## src/rtl/bp_be_issue_ctrl.sv

```systemverilog
`default_nettype none
// ============================================================================
// Module   : bp_be_issue_ctrl
// Brief    : Issue-side dispatch/commit controller for the BE issue queue.
//            Tracks in-flight instructions and their skip bits, serializes
//            system instructions and blanks the FE after a clear.
// Revision : 1.0 - initial release
// ============================================================================
module bp_be_issue_ctrl #(
    parameter int INFLIGHT_ELS_P       = 8,
    parameter int COMPRESSED_SUPPORT_P = 1,
    parameter int CLR_BLANK_CYCLES_P   = 2
) (
    input  logic                                  clk_i,
    input  logic                                  reset_i,
    input  logic                                  issue_v_i,
    input  logic                                  issue_skip_i,
    input  logic                                  issue_serial_i,
    input  logic                                  dispatch_ready_i,
    input  logic                                  commit_v_i,
    input  logic                                  roll_i,
    input  logic                                  clr_i,
    output logic                                  dispatch_v_o,
    output logic                                  read_v_o,
    output logic                                  read_skip_o,
    output logic                                  deq_v_o,
    output logic                                  deq_skip_o,
    output logic                                  roll_v_o,
    output logic                                  clr_v_o,
    output logic                                  suppress_v_o,
    output logic [$clog2(INFLIGHT_ELS_P+1)-1:0]   inflight_cnt_o
);

    localparam int c_cnt_w = $clog2(INFLIGHT_ELS_P + 1);
    localparam int c_ptr_w = (INFLIGHT_ELS_P > 1) ? $clog2(INFLIGHT_ELS_P) : 1;
    localparam int c_blk_w = $clog2(CLR_BLANK_CYCLES_P + 1);

    localparam logic [c_cnt_w-1:0] c_cnt_max  = c_cnt_w'(INFLIGHT_ELS_P);
    localparam logic [c_cnt_w-1:0] c_cnt_one  = c_cnt_w'(1);
    localparam logic [c_blk_w-1:0] c_blk_load = c_blk_w'(CLR_BLANK_CYCLES_P);
    localparam logic [c_blk_w-1:0] c_blk_one  = c_blk_w'(1);

    localparam logic [1:0] c_e_run    = 2'd0;
    localparam logic [1:0] c_e_serial = 2'd1;
    localparam logic [1:0] c_e_blank  = 2'd2;

    logic [1:0]         r_state;
    logic [1:0]         w_state_n;
    logic [c_cnt_w-1:0] r_cnt;
    logic [c_cnt_w-1:0] w_cnt_n;
    logic [c_blk_w-1:0] r_blank_cnt;
    logic [c_blk_w-1:0] w_blank_cnt_n;
    logic [c_blk_w-1:0] w_blank_dec;
    logic               w_dispatch;
    logic               w_deq;
    logic               w_roll;
    logic               w_clr;
    logic               w_flush;
    logic               w_head_skip;
    logic               w_read_skip;

    // State register
    always_ff @(posedge clk_i) begin
        if (reset_i) begin
            r_state     <= c_e_run;
            r_blank_cnt <= '0;
        end else begin
            r_state     <= w_state_n;
            r_blank_cnt <= w_blank_cnt_n;
        end
    end

    always_ff @(posedge clk_i) begin
        if (reset_i) begin
            r_cnt <= '0;
        end else begin
            r_cnt <= w_cnt_n;
        end
    end

    // A flush squashes everything still in flight, including a same-cycle commit.
    always_comb begin
        w_cnt_n = r_cnt;
        if (w_flush) begin
            w_cnt_n = '0;
        end else begin
            w_cnt_n = r_cnt + (w_dispatch ? c_cnt_one : '0) - (w_deq ? c_cnt_one : '0);
        end
    end

    assign w_blank_dec = (r_blank_cnt != '0) ? (r_blank_cnt - c_blk_one) : '0;

    // Next-state logic
    always_comb begin
        w_state_n     = r_state;
        w_blank_cnt_n = r_blank_cnt;
        if (w_clr) begin
            w_state_n     = c_e_blank;
            w_blank_cnt_n = c_blk_load;
        end else begin
            case (r_state)
                c_e_run: begin
                    if (w_dispatch && issue_serial_i) begin
                        w_state_n = c_e_serial;
                    end
                end
                c_e_serial: begin
                    if (w_roll || (w_cnt_n == '0)) begin
                        w_state_n = c_e_run;
                    end
                end
                c_e_blank: begin
                    w_blank_cnt_n = w_blank_dec;
                    if (w_blank_dec == '0) begin
                        w_state_n = c_e_run;
                    end
                end
                default: begin
                    w_state_n = c_e_run;
                end
            endcase
        end
    end

    // Output logic
    always_comb begin
        w_clr      = clr_i & ~reset_i;
        w_roll     = roll_i & ~clr_i & ~reset_i;
        w_flush    = w_clr | w_roll;
        w_dispatch = issue_v_i & dispatch_ready_i & (r_state == c_e_run)
                   & (r_cnt < c_cnt_max) & ~roll_i & ~clr_i & ~reset_i;
        w_deq      = commit_v_i & (r_cnt != '0) & ~clr_i & ~reset_i;

        dispatch_v_o   = w_dispatch;
        read_v_o       = w_dispatch;
        read_skip_o    = w_read_skip & ~reset_i;
        deq_v_o        = w_deq;
        deq_skip_o     = w_deq & w_head_skip;
        roll_v_o       = w_roll;
        clr_v_o        = w_clr;
        suppress_v_o   = (r_state == c_e_blank) & ~reset_i;
        inflight_cnt_o = reset_i ? '0 : r_cnt;
    end

    generate
        if (COMPRESSED_SUPPORT_P != 0) begin : g_skip_fifo
            localparam logic [c_ptr_w-1:0] c_ptr_last = c_ptr_w'(INFLIGHT_ELS_P - 1);
            localparam logic [c_ptr_w-1:0] c_ptr_one  = c_ptr_w'(1);

            logic [INFLIGHT_ELS_P-1:0] r_skip_mem;
            logic [c_ptr_w-1:0]        r_wr_ptr;
            logic [c_ptr_w-1:0]        r_rd_ptr;

            always_ff @(posedge clk_i) begin
                if (reset_i || w_flush) begin
                    r_wr_ptr <= '0;
                    r_rd_ptr <= '0;
                end else begin
                    if (w_dispatch) begin
                        r_skip_mem[r_wr_ptr] <= issue_skip_i;
                        r_wr_ptr <= (r_wr_ptr == c_ptr_last) ? '0 : (r_wr_ptr + c_ptr_one);
                    end
                    if (w_deq) begin
                        r_rd_ptr <= (r_rd_ptr == c_ptr_last) ? '0 : (r_rd_ptr + c_ptr_one);
                    end
                end
            end

            assign w_head_skip = r_skip_mem[r_rd_ptr];
            assign w_read_skip = issue_skip_i;
        end else begin : g_no_skip_fifo
            assign w_head_skip = 1'b0;
            assign w_read_skip = 1'b0;
        end
    endgenerate

    // Committing with nothing in flight means upstream bookkeeping is broken.
    always_ff @(posedge clk_i) begin
        if (!reset_i) begin
            assert (!(commit_v_i && (r_cnt == '0)));
        end
    end

endmodule
`default_nettype wire

```

## config.mk

```make
export PLATFORM = sky130hd
export DESIGN_NAME = bp_be_issue_ctrl
export DESIGN_NICKNAME = d
export VERILOG_FILES = /design/src/rtl/bp_be_issue_ctrl.sv
export SDC_FILE = /design/constraint.sdc
export NUM_CORES = 1
export LEC_CHECK = 0
export BUFFER_PORTS_ARGS = -buffer_cell sky130_fd_sc_hd__buf_2
export CORE_UTILIZATION = 34
export DETAILED_ROUTE_END_ITERATION = 10
export GPL_TIMING_DRIVEN = 0
export PLACE_DENSITY = 0.63
export SLEW_MARGIN = 20
export SYNTH_ARGS = -nofsm -noshare
export SYNTH_HDL_FRONTEND = slang
export SYNTH_SLANG_ARGS = --single-unit
```

## constraint.sdc

```tcl
create_clock -name clk_i -period 3.04 [get_ports clk_i]
set_clock_uncertainty 0.05 [all_clocks]
set_input_delay 0.456 -clock clk_i [delete_from_list [all_inputs] [get_ports clk_i]]
set_output_delay 0.456 -clock clk_i [all_outputs]
set_load 0.01 [all_outputs]
```

Word-level counts from Yosys, hierarchy flattened
Cells that the tools add are included.
{"block": "word_totals", "reg_bits": 22, "in_bits": 9}
{"block": "classes", "eq_ne": 10, "addsub": 5, "reduce_logical": 14, "order_cmp": 4, "muxes": 19, "bitwise": 20}
{"op": "bitwise AND 1 bit", "count": 15}
{"op": "2-to-1 mux 2 bit", "count": 7}
{"op": "!= test 3 bit, second input constant", "count": 3}
{"op": "bitwise mux 8 bit", "count": 1}
{"op": "less-than comparator 3 x 4 -> 1 bit, second input constant", "count": 2}
{"op": "2-to-1 mux 4 bit", "count": 2}
{"op": "adder 3 x 1 -> 3 bit, second input constant", "count": 2}
{"op": "== test 3 bit, second input constant", "count": 2}
{"op": "2-to-1 mux 3 bit", "count": 2}
{"op": "!= test 2 bit, second input constant", "count": 3}
{"op": "one-hot mux 2 bit (3 select lines)", "count": 1}
{"op": "AND reduction 3 bit", "count": 2}
{"op": "adder 4 x 1 -> 4 bit", "count": 1}
{"op": "logical NOT 2 bit", "count": 2}
{"op": "logical NOT 4 bit", "count": 1}
{"op": "less-than comparator 4 bit, second input constant", "count": 1}
{"op": "2-to-1 mux 1 bit", "count": 4}
{"op": "inverter 1 bit", "count": 4}
{"op": "nonzero test 2 bit", "count": 2}
{"op": "nonzero test 4 bit", "count": 1}
{"op": "subtractor 4 x 1 -> 4 bit", "count": 1}
{"op": "binary-select mux 1 bit (select 3 bit)", "count": 1}
{"op": "demux 1 bit (select 3 bit)", "count": 1}
{"op": "greater-or-equal comparator 3 x 1 -> 1 bit, second input constant", "count": 1}
{"op": "8 further kinds", "count": 10}

Logic depth before layout (Yosys ltp)
Gate-level depths: netlist of run 1.
{"block": "depth", "word_depth": 15, "mapped_depth": 12}

Worst setup path after synthesis of run 1
No wires, ideal clock.
{"block": "synth_path", "path_kind": "flip-flop to flip-flop", "startpoint": "register r_cnt[2]", "endpoint": "register r_state[0]", "n_path_buf": 1, "slack_ns": 0.699, "setup_time_ns": 0.137, "arrival_time_ns": 2.154, "path_stages_with_launch": 12, "required_ns": 2.853, "cell_sequence": "dfxtp_1 > inv_1 > ha_1 > inv_1 > o311a_1 > buf_2 > ha_1 > inv_1 > ha_1 > fa_1 > xnor2_1 > a41oi_2"}
{"block": "synth_via", "word_cells_on_any_way": 20}
{"item": "from (decl)", "line_no": "49", "source": "logic [c_cnt_w-1:0] r_cnt;"}
{"item": "from (signal assigned)", "line_no": "77", "source": "r_cnt <= w_cnt_n;"}
{"item": "nonzero test 4 bit", "line_no": "132", "source": "w_deq = commit_v_i & (r_cnt != '0) & ~clr_i & ~reset_i;"}
{"item": "bitwise AND 1 bit (3 in series)", "line_no": "132"}
{"item": "net deq_v_o", "line_no": "26", "source": "output logic deq_v_o,"}
{"item": "2-to-1 mux 1 bit", "line_no": "87", "source": "w_cnt_n = r_cnt + (w_dispatch ? c_cnt_one : '0) - (w_deq ? c_cnt_one : '0);"}
{"item": "subtractor 4 x 1 -> 4 bit", "line_no": "87"}
{"item": "2-to-1 mux 4 bit", "line_no": "84", "source": "if (w_flush) begin"}
{"item": "logical NOT 4 bit", "line_no": "108", "source": "if (w_roll || (w_cnt_n == '0)) begin"}
{"item": "logical OR 1 bit", "line_no": "108"}
{"item": "!= test 2 bit (no source line)"}
{"item": "AND reduction 3 bit (no source line)"}
{"item": "to (signal assigned)", "line_no": "65", "source": "r_state <= c_e_run;"}
{"item": "to (signal assigned)", "line_no": "68", "source": "r_state <= w_state_n;"}
{"item": "to (decl)", "line_no": "47", "source": "logic [1:0] r_state;"}
The timed path passes the listed nets, and every way through them passes these cells.
A chain may end at the register's enable or synchronous reset.

Worst setup path after layout of run 1
{"block": "layout_path", "startpoint": "register r_cnt[2]", "endpoint": "register r_state[0]"}
{"block": "layout_via", "elab_chain_len": 13, "word_cells_on_any_way": 20}
{"item": "less-than comparator 4 bit", "line_no": "131", "source": "& (r_cnt < c_cnt_max) & ~roll_i & ~clr_i & ~reset_i;"}
{"item": "bitwise AND 1 bit (4 in series)", "line_no": "131"}
{"item": "2-to-1 mux 1 bit", "line_no": "87"}
{"item": "adder 4 x 1 -> 4 bit", "line_no": "87"}
{"item": "subtractor 4 x 1 -> 4 bit", "line_no": "87"}
{"item": "2-to-1 mux 4 bit", "line_no": "84"}
{"item": "logical NOT 4 bit", "line_no": "108"}
{"item": "logical OR 1 bit", "line_no": "108"}
{"item": "!= test 2 bit (no source line)"}
{"item": "AND reduction 3 bit (no source line) (*)"}
Mark *: on every way between the ends. The rest lies on a longest branch, timed or not.

==> results.toml, run 1 <==
[cells_and_area]
design.final.nets = 157
antenna-diode-count = 0
commonest_cells_after_routing_fill_and_taps_aside = "nor2_1, buf_2, dfxtp_1"
post_route_cells_drive_above_1_share = 0.2701
layout-area-overhead-vs-synth_pct = 16.45

[sta]
report.final.slew_viol_count = 0
finalHoldWorstSlack_ns = 0.3993
final.period_utilization = 0.8105
crit_path_setup_slack_layout_ns = 0.5760
peak_clock_frequency_supported_by_timing_ghz = 0.4058
finalSetupViolations = 0
rsz0062_at_grt = "false"
max-slew-margin-rel = 0.7928
finalHoldViolCount = 0
timing.final.crit_period_ns = 2.464
tns_ns = 0
timing_worst_slew_pin_value_ns = 0.3098

[placed_design]
io_buffers = 20
place_hpwl_mm = 1.556
placement.setup.worst_slack_ns = 0.4659
place_congestion = 0.7483

[routing]
wire_length_per_cell_um = 10.54
route.detailed.drc = 0
number_of_search_and_repair_iterations_in_the_first_detailed_routing_pass = 2
via_count = 831
dr.first_iter.drc_count = 13
post_drt_via_cell_ratio = 4.541
drt.antenna.violating_nets = 0
drt-total-wl_mm = 1.928

[synthesis]
synth_async_sr_flop_share = 0
post_synth_num_cell_types = 31
postSynth.topFlopCell = "dfxtp_1"
synth_fp_nets = 132
synthesis.area_per_instance_um2 = 10.43
synth_cells = 113
synth_enable_flop_cells = 8
synth_area_um2 = 1179
synth_warnings = 0
number_of_storage_elements_in_the_synthesis_netlist = 22
synth_seq_area_share = 0.4416

[floorplan]
fp.dieW_um = 60.88
core_area_um2 = 3337
design.portCount = 21
die-height_um = 60.88
start_util = 0.3532
die_area_um2 = 3706
placementRows = 21

[global_routing]
grt_max_degree = 13
antenna_found_initial = 0
vias_in_the_first_global_route = 837
grtUsageTotal = 0.1303
wire_length_of_the_first_global_routing_pass_mm = 3.491
grt_remaining_overflow = 0

[hold_path]
hp-class = "input port to flop"

[cts]
cts_max_path_buffers = 2
post_cts_resized = 0
insertion_delay_ns = 0.30
ctsRootBufferMaster = "clkbuf_4"
hold_buffers = 0
post-cts-setup-buffers = 0
htreeDepth = 1
cts_sinks = 22
worst_setup_hold_path_clk_slew_ns = 0.12
numCtsBuffers = 3
cts_tree = "yes"

[worst_setup_path]
worst-endpoint-arrival_ns = 2.59
crit_path_start_kind = "flop"
path_max_fanout = 7
cp-end-kind = "flop"
criticalPathCategory = "flop to flop"
crit_required_ns = 3.17

[run_status]
status = "finished, final reports clean"

[power_and_ir_drop]
leakagePower_nw = 0.5927
power_density_nw_per_um2 = 363.0
irDropWorstVdd_mv = 0.1523

[flow_run]
cap_violations = 0
==> layer usage <==
layer | vias to the layer above | GRT usage | wire length [um]
met4 | 0 | 0.04870 | 17
li1 | 436 | - | -
met5 | - | 0 | 0
met3 | 2 | 0.02772 | 59
met1 | 382 | 0.1613 | 922
met2 | 11 | 0.2229 | 928
==> where the power goes <==
group	leakage, nW	switching, mW	internal (mW)
Combinational	0.386	0.0192	0.0144
Sequential	0.185	0.00302	0.307
Clock	0.0210	0.0815	0.0729
Total	0.593	0.104	0.394
==> cells in the mapped netlist, drive strengths merged, types with 2 or more instances <==
cell type / n / area share
nor2: 23 / 0.080
dfxtp: 14 / 0.24
inv: 10 / 0.032
ha: 9 / 0.096
edfxtp: 8 / 0.20
mux2i: 6 / 0.051
nor3: 6 / 0.039
and2: 4 / 0.021
buf: 4 / 0.024
nand2: 4 / 0.013
a21oi: 3 / 0.013
nand2b: 3 / 0.016
nand3b: 3 / 0.030
o21ai: 3 / 0.016
mux4: 2 / 0.038
nand3: 2 / 0.0085
xnor2: 2 / 0.015
==> worst max-delay path, cell delays in order, from the launching register on <==
cell     delay, ns
dfxtp_1       0.32
inv_1         0.08
ha_1          0.15
inv_1         0.03
o311a_1       0.27
buf_2         0.17
ha_1          0.29
inv_1         0.04
ha_1          0.19
fa_1          0.39
xnor2_1       0.23
a41oi_2       0.14
==> cell type report <==
cell class / instances / area, um2
inverter: 10 / 37.54
clock buffer: 4 / 36.28
multi-input combinational: 77 / 591.8
tap: 46 / 57.56
buffer: 4 / 28.78
timing repair buffer: 20 / 100.1
sequential: 22 / 520.5
fill: 337 / 1964
==> stage by stage <==
stage	total power [mW]	area, um2	std cells	utilization
6_report	0.4982	1373	183	0.4113
5_1_grt	0.5216	1373	183	0.4113
3_3_place_gp	0.3499	1336	179	0.4005
3_5_place_dp	0.3511	1336	179	0.4005
2_1_floorplan	0.3358	1179	113	-
4_1_cts	0.5035	1373	183	0.4113
==> logic make-up after synthesis <==
logic type,Yosys count,share of synthesized area
AO/OA/AOI/OAI,9,0.05733
XOR/XNOR,2,0.01486
adder cells (fa/ha/maj),10,0.1125
buffers and inverters,14,0.05627
flip-flops,22,0.4416
multiplexers,8,0.08917
AND/OR/NAND/NOR,48,0.2282
==> final timing paths <==
| kind | startpoint | to | slack, ns | cells after the start |
|---|---|---|---|---|
| max | r_cnt[2] | r_state[0] | 0.58 | 11 |
| min | issue_skip_i | g_skip_fifo.r_skip_mem[0] | 0.40 | 1 |
| max reg2reg | r_cnt[2] | r_state[0] | 0.58 | 11 |
| min reg2reg | r_blank_cnt[1] | r_blank_cnt[1] | 0.46 | 2 |
==> registers in the layout (all words and copies together) (netlist names) <==
name and count:
r_state 2, r_cnt 4, g_skip_fifo.r_rd_ptr 3, g_skip_fifo.r_skip_mem 8
g_skip_fifo.r_wr_ptr 3, r_blank_cnt 2
(Power assumes the default switching activity.)
==> run 2, diff against run 1 <==
--- a/config.mk
+++ b/config.mk
@@ -9,7 +9,7 @@
 export CORE_UTILIZATION = 34
 export DETAILED_ROUTE_END_ITERATION = 10
 export GPL_TIMING_DRIVEN = 0
-export PLACE_DENSITY = 0.63
+export PLACE_DENSITY = 0.65
 export SLEW_MARGIN = 20
 export SYNTH_ARGS = -nofsm -noshare
 export SYNTH_HDL_FRONTEND = slang
==> constraint.sdc (replaced) <==
create_clock -name clk_i -period 2 [get_ports clk_i]
set_clock_uncertainty 0.05 [all_clocks]
set_input_delay 0.3 -clock clk_i [delete_from_list [all_inputs] [get_ports clk_i]]
set_output_delay 0.3 -clock clk_i [all_outputs]
set_load 0.01 [all_outputs]
==> run 2 against run 1 <==
Effect of this change: the flow now finishes with violations (negative setup slack); register-to-register slack got worse by 0.80 ns; count of clock-buffer cells in the layout decreased by 1; via count increased by 4.5%; critical path depth decreased by 1; sequential share of layout area decreased by 2.9 points; non-clock buffer count increased by 3; utilization increased by 3.6 points; sequential cell count unchanged; die area unchanged; worst setup slack got worse by 0.80 ns; worst hold slack got worse by 0.18 ns; global-route usage increased by 0.34 points; critical path type unchanged; critical endpoint unchanged.
==> results.toml, run 2 (synthesis gave the netlist of run 1 again) <==
[flow_run]
cap_violations = 0

[cells_and_area]
max_reg_flops = 8
antenna-diode-count = 0
fillCellCount = 342
largest_register = "g_skip_fifo.r_skip_mem"
sequential_cell_area_um2 = 523.0
post_route_cells_drive_above_1_share = 0.4071
layout-area-overhead-vs-synth_pct = 26.54
commonest_cells_after_routing_fill_and_taps_aside = "nor2_1, buf_2, dfxtp_1"
postLayoutCellArea_um2 = 1491
utilization = 0.4469
reg.largest.list = "g_skip_fifo.r_skip_mem: 8 flops, r_cnt: 4 flops"
design.final.nets = 160
total_area_of_multi_input_combinational_cells_um2 = 664.4

[sta]
report.final.slew_viol_count = 0
finalSetupViolations = 5
final.period_utilization = 1.114
crit_path_setup_slack_layout_ns = -0.2290
timing.final.crit_period_ns = 2.229
finalHoldViolCount = 0
rsz0062_at_grt = "true"
max-slew-margin-rel = 0.7883
peak_clock_frequency_supported_by_timing_ghz = 0.4486
timing_worst_slew_pin_value_ns = 0.3164
tns_ns = -0.6691

[floorplan]
design.portCount = 21
placementRows = 21
die-height_um = 60.88
start_util = 0.3532
core_area_um2 = 3337
die_area_um2 = 3706
fp.dieW_um = 60.88

[cts]
hold_buffers = 0
insertion_delay_ns = 0.31
cts_sinks = 22
cts_tree = "yes"
ctsRootBufferMaster = "clkbuf_4"
htreeDepth = 1
cts_max_path_buffers = 2
numCtsBuffers = 3
worst_setup_hold_path_clk_slew_ns = 0.13

[worst_setup_path]
cp-end-kind = "flop"
reg_to_reg_critical_path_startpoint = "r_cnt[3]"
worst-endpoint-arrival_ns = 2.37
crit_path_start_kind = "flop"
r2r_setup_slack_ns = -0.23
cells_along_the_critical_path = "inv_2 -> ha_4 -> inv_2 -> o311a_4 -> ha_4 -> inv_2 -> ha_4 -> fa_2 -> xnor2_2 -> a41oi_2"
r2r_end = "r_state[0]"
critical_path.max_stage_delay_ns = 0.37
crit_required_ns = 2.14
rr_worst_depth = 10
crit_slowest_cell = "fa_2"
criticalPathCategory = "flop to flop"
path_max_fanout = 2

[run_status]
status = "complete, but fails checks"
violations = "negative setup slack"

[power_and_ir_drop]
swShare = 0.1966
p_sw_uw = 169.6
power_density_nw_per_um2 = 578.6
leakagePower_nw = 0.6057
irDropWorstVdd_mv = 0.2337
power_uw = 863.0
clock_power_share = 0.391
comb_power_share = 0.063
pwr-share-seq = 0.546
cell_internal_pwr_uw = 693.3

[hold_path]
hp-class = "input port to flop"
holdCritStartpoint = "issue_skip_i"
hold_depth = 1
min_delay_worst_endpoint = "g_skip_fifo.r_skip_mem[7]"

[global_routing]
antenna_found_initial = 0
grt_remaining_overflow = 0
vias_in_the_first_global_route = 883
grt_max_degree = 14
wire_length_of_the_first_global_routing_pass_mm = 3.539
grtUsageTotal = 0.1336

[routing]
post_drt_via_cell_ratio = 4.667
route.detailed.drc = 0
via_count = 868
wire_length_per_cell_um = 11.27
drt.antenna.violating_nets = 0
number_of_search_and_repair_iterations_in_the_first_detailed_routing_pass = 2
dr.first_iter.drc_count = 21
drt-total-wl_mm = 2.097

[placed_design]
io_buffers = 20
place_hpwl_mm = 1.624
placement.setup.worst_slack_ns = -0.3001
cell_area_after_placement_um2 = 1389
place_congestion = 0.6977
-- run 2: changes by cell type in the layout (fill, tap and decap cells not counted), sizes merged --
cell / before / now
buf: 24 / 27
bufinv: 0 / 1
clkbuf: 4 / 3
-- run 2: layout make-up --
class | instances | share of cell area
Timing Repair Buffer | 24 | 0.08725
Sequential cell | 22 | 0.3507
Clock inverter | 1 | 0.02013
Clock buffer | 3 | 0.01510
Multi-Input combinational cell | 77 | 0.4455
Inverter | 10 | 0.02685
Buffer | 3 | 0.01594
Tap cell | 46 | 0.03859
-- run 2: power groups by stage --
stage                     combinational [mW]  clock [mW]  sequential [mW]
after floorplan                       0.0303           0            0.481
after global placement                0.0514           0            0.481
after detailed placement              0.0523           0            0.481
after CTS                             0.0542       0.347            0.471
after global routing                  0.0605       0.363            0.472
final                                 0.0541       0.338            0.471
-- run 2: stage by stage --
stage               std cells  hold WS [ns]
detailed placement        179        0.4245
CTS                       187        0.2146
finish                    186        0.2197
global route              186        0.2090
floorplan                 113        0.3489
global placement          179        0.4154
-- run 2: worst max path at each step --
stage,startpoint,endpoint,slack [ns],cells past startpoint
after floorplan,r_cnt[2],r_state[0],-0.23,11
after CTS,r_cnt[3],r_state[0],-0.27,11
after global routing,r_cnt[3],r_state[0],-0.30,10
after detailed placement,r_cnt[2],r_state[0],-0.30,11
after global placement,r_cnt[2],r_state[0],-0.29,11
final,r_cnt[3],r_state[0],-0.23,10
-- run 2: per-layer routing --
layer,track usage,vias up,wire length [um]
li1,-,438,-
met1,0.1568,413,950
met2,0.2370,13,1057
met3,0.01279,4,38
met4,0.07792,0,51
met5,0,-,0
-- run 2: worst max-delay path: cells and delay by family, from the launching register on --
kind	cells	cell delay, ns
XOR/XNOR	1	0.18
buffers and inverters	3	0.14
flip-flops	1	0.34
AO/OA/AOI/OAI	2	0.48
adder cells (fa/ha/maj)	4	0.93
-- run 2: repair_timing --
item | in CTS | in global routing
resized for setup | 4 | 2
setup endpoints to repair | 5 | 6
pin swaps | 6 | 10
cloned | 0 | 0
buffers inserted | 4 | 0
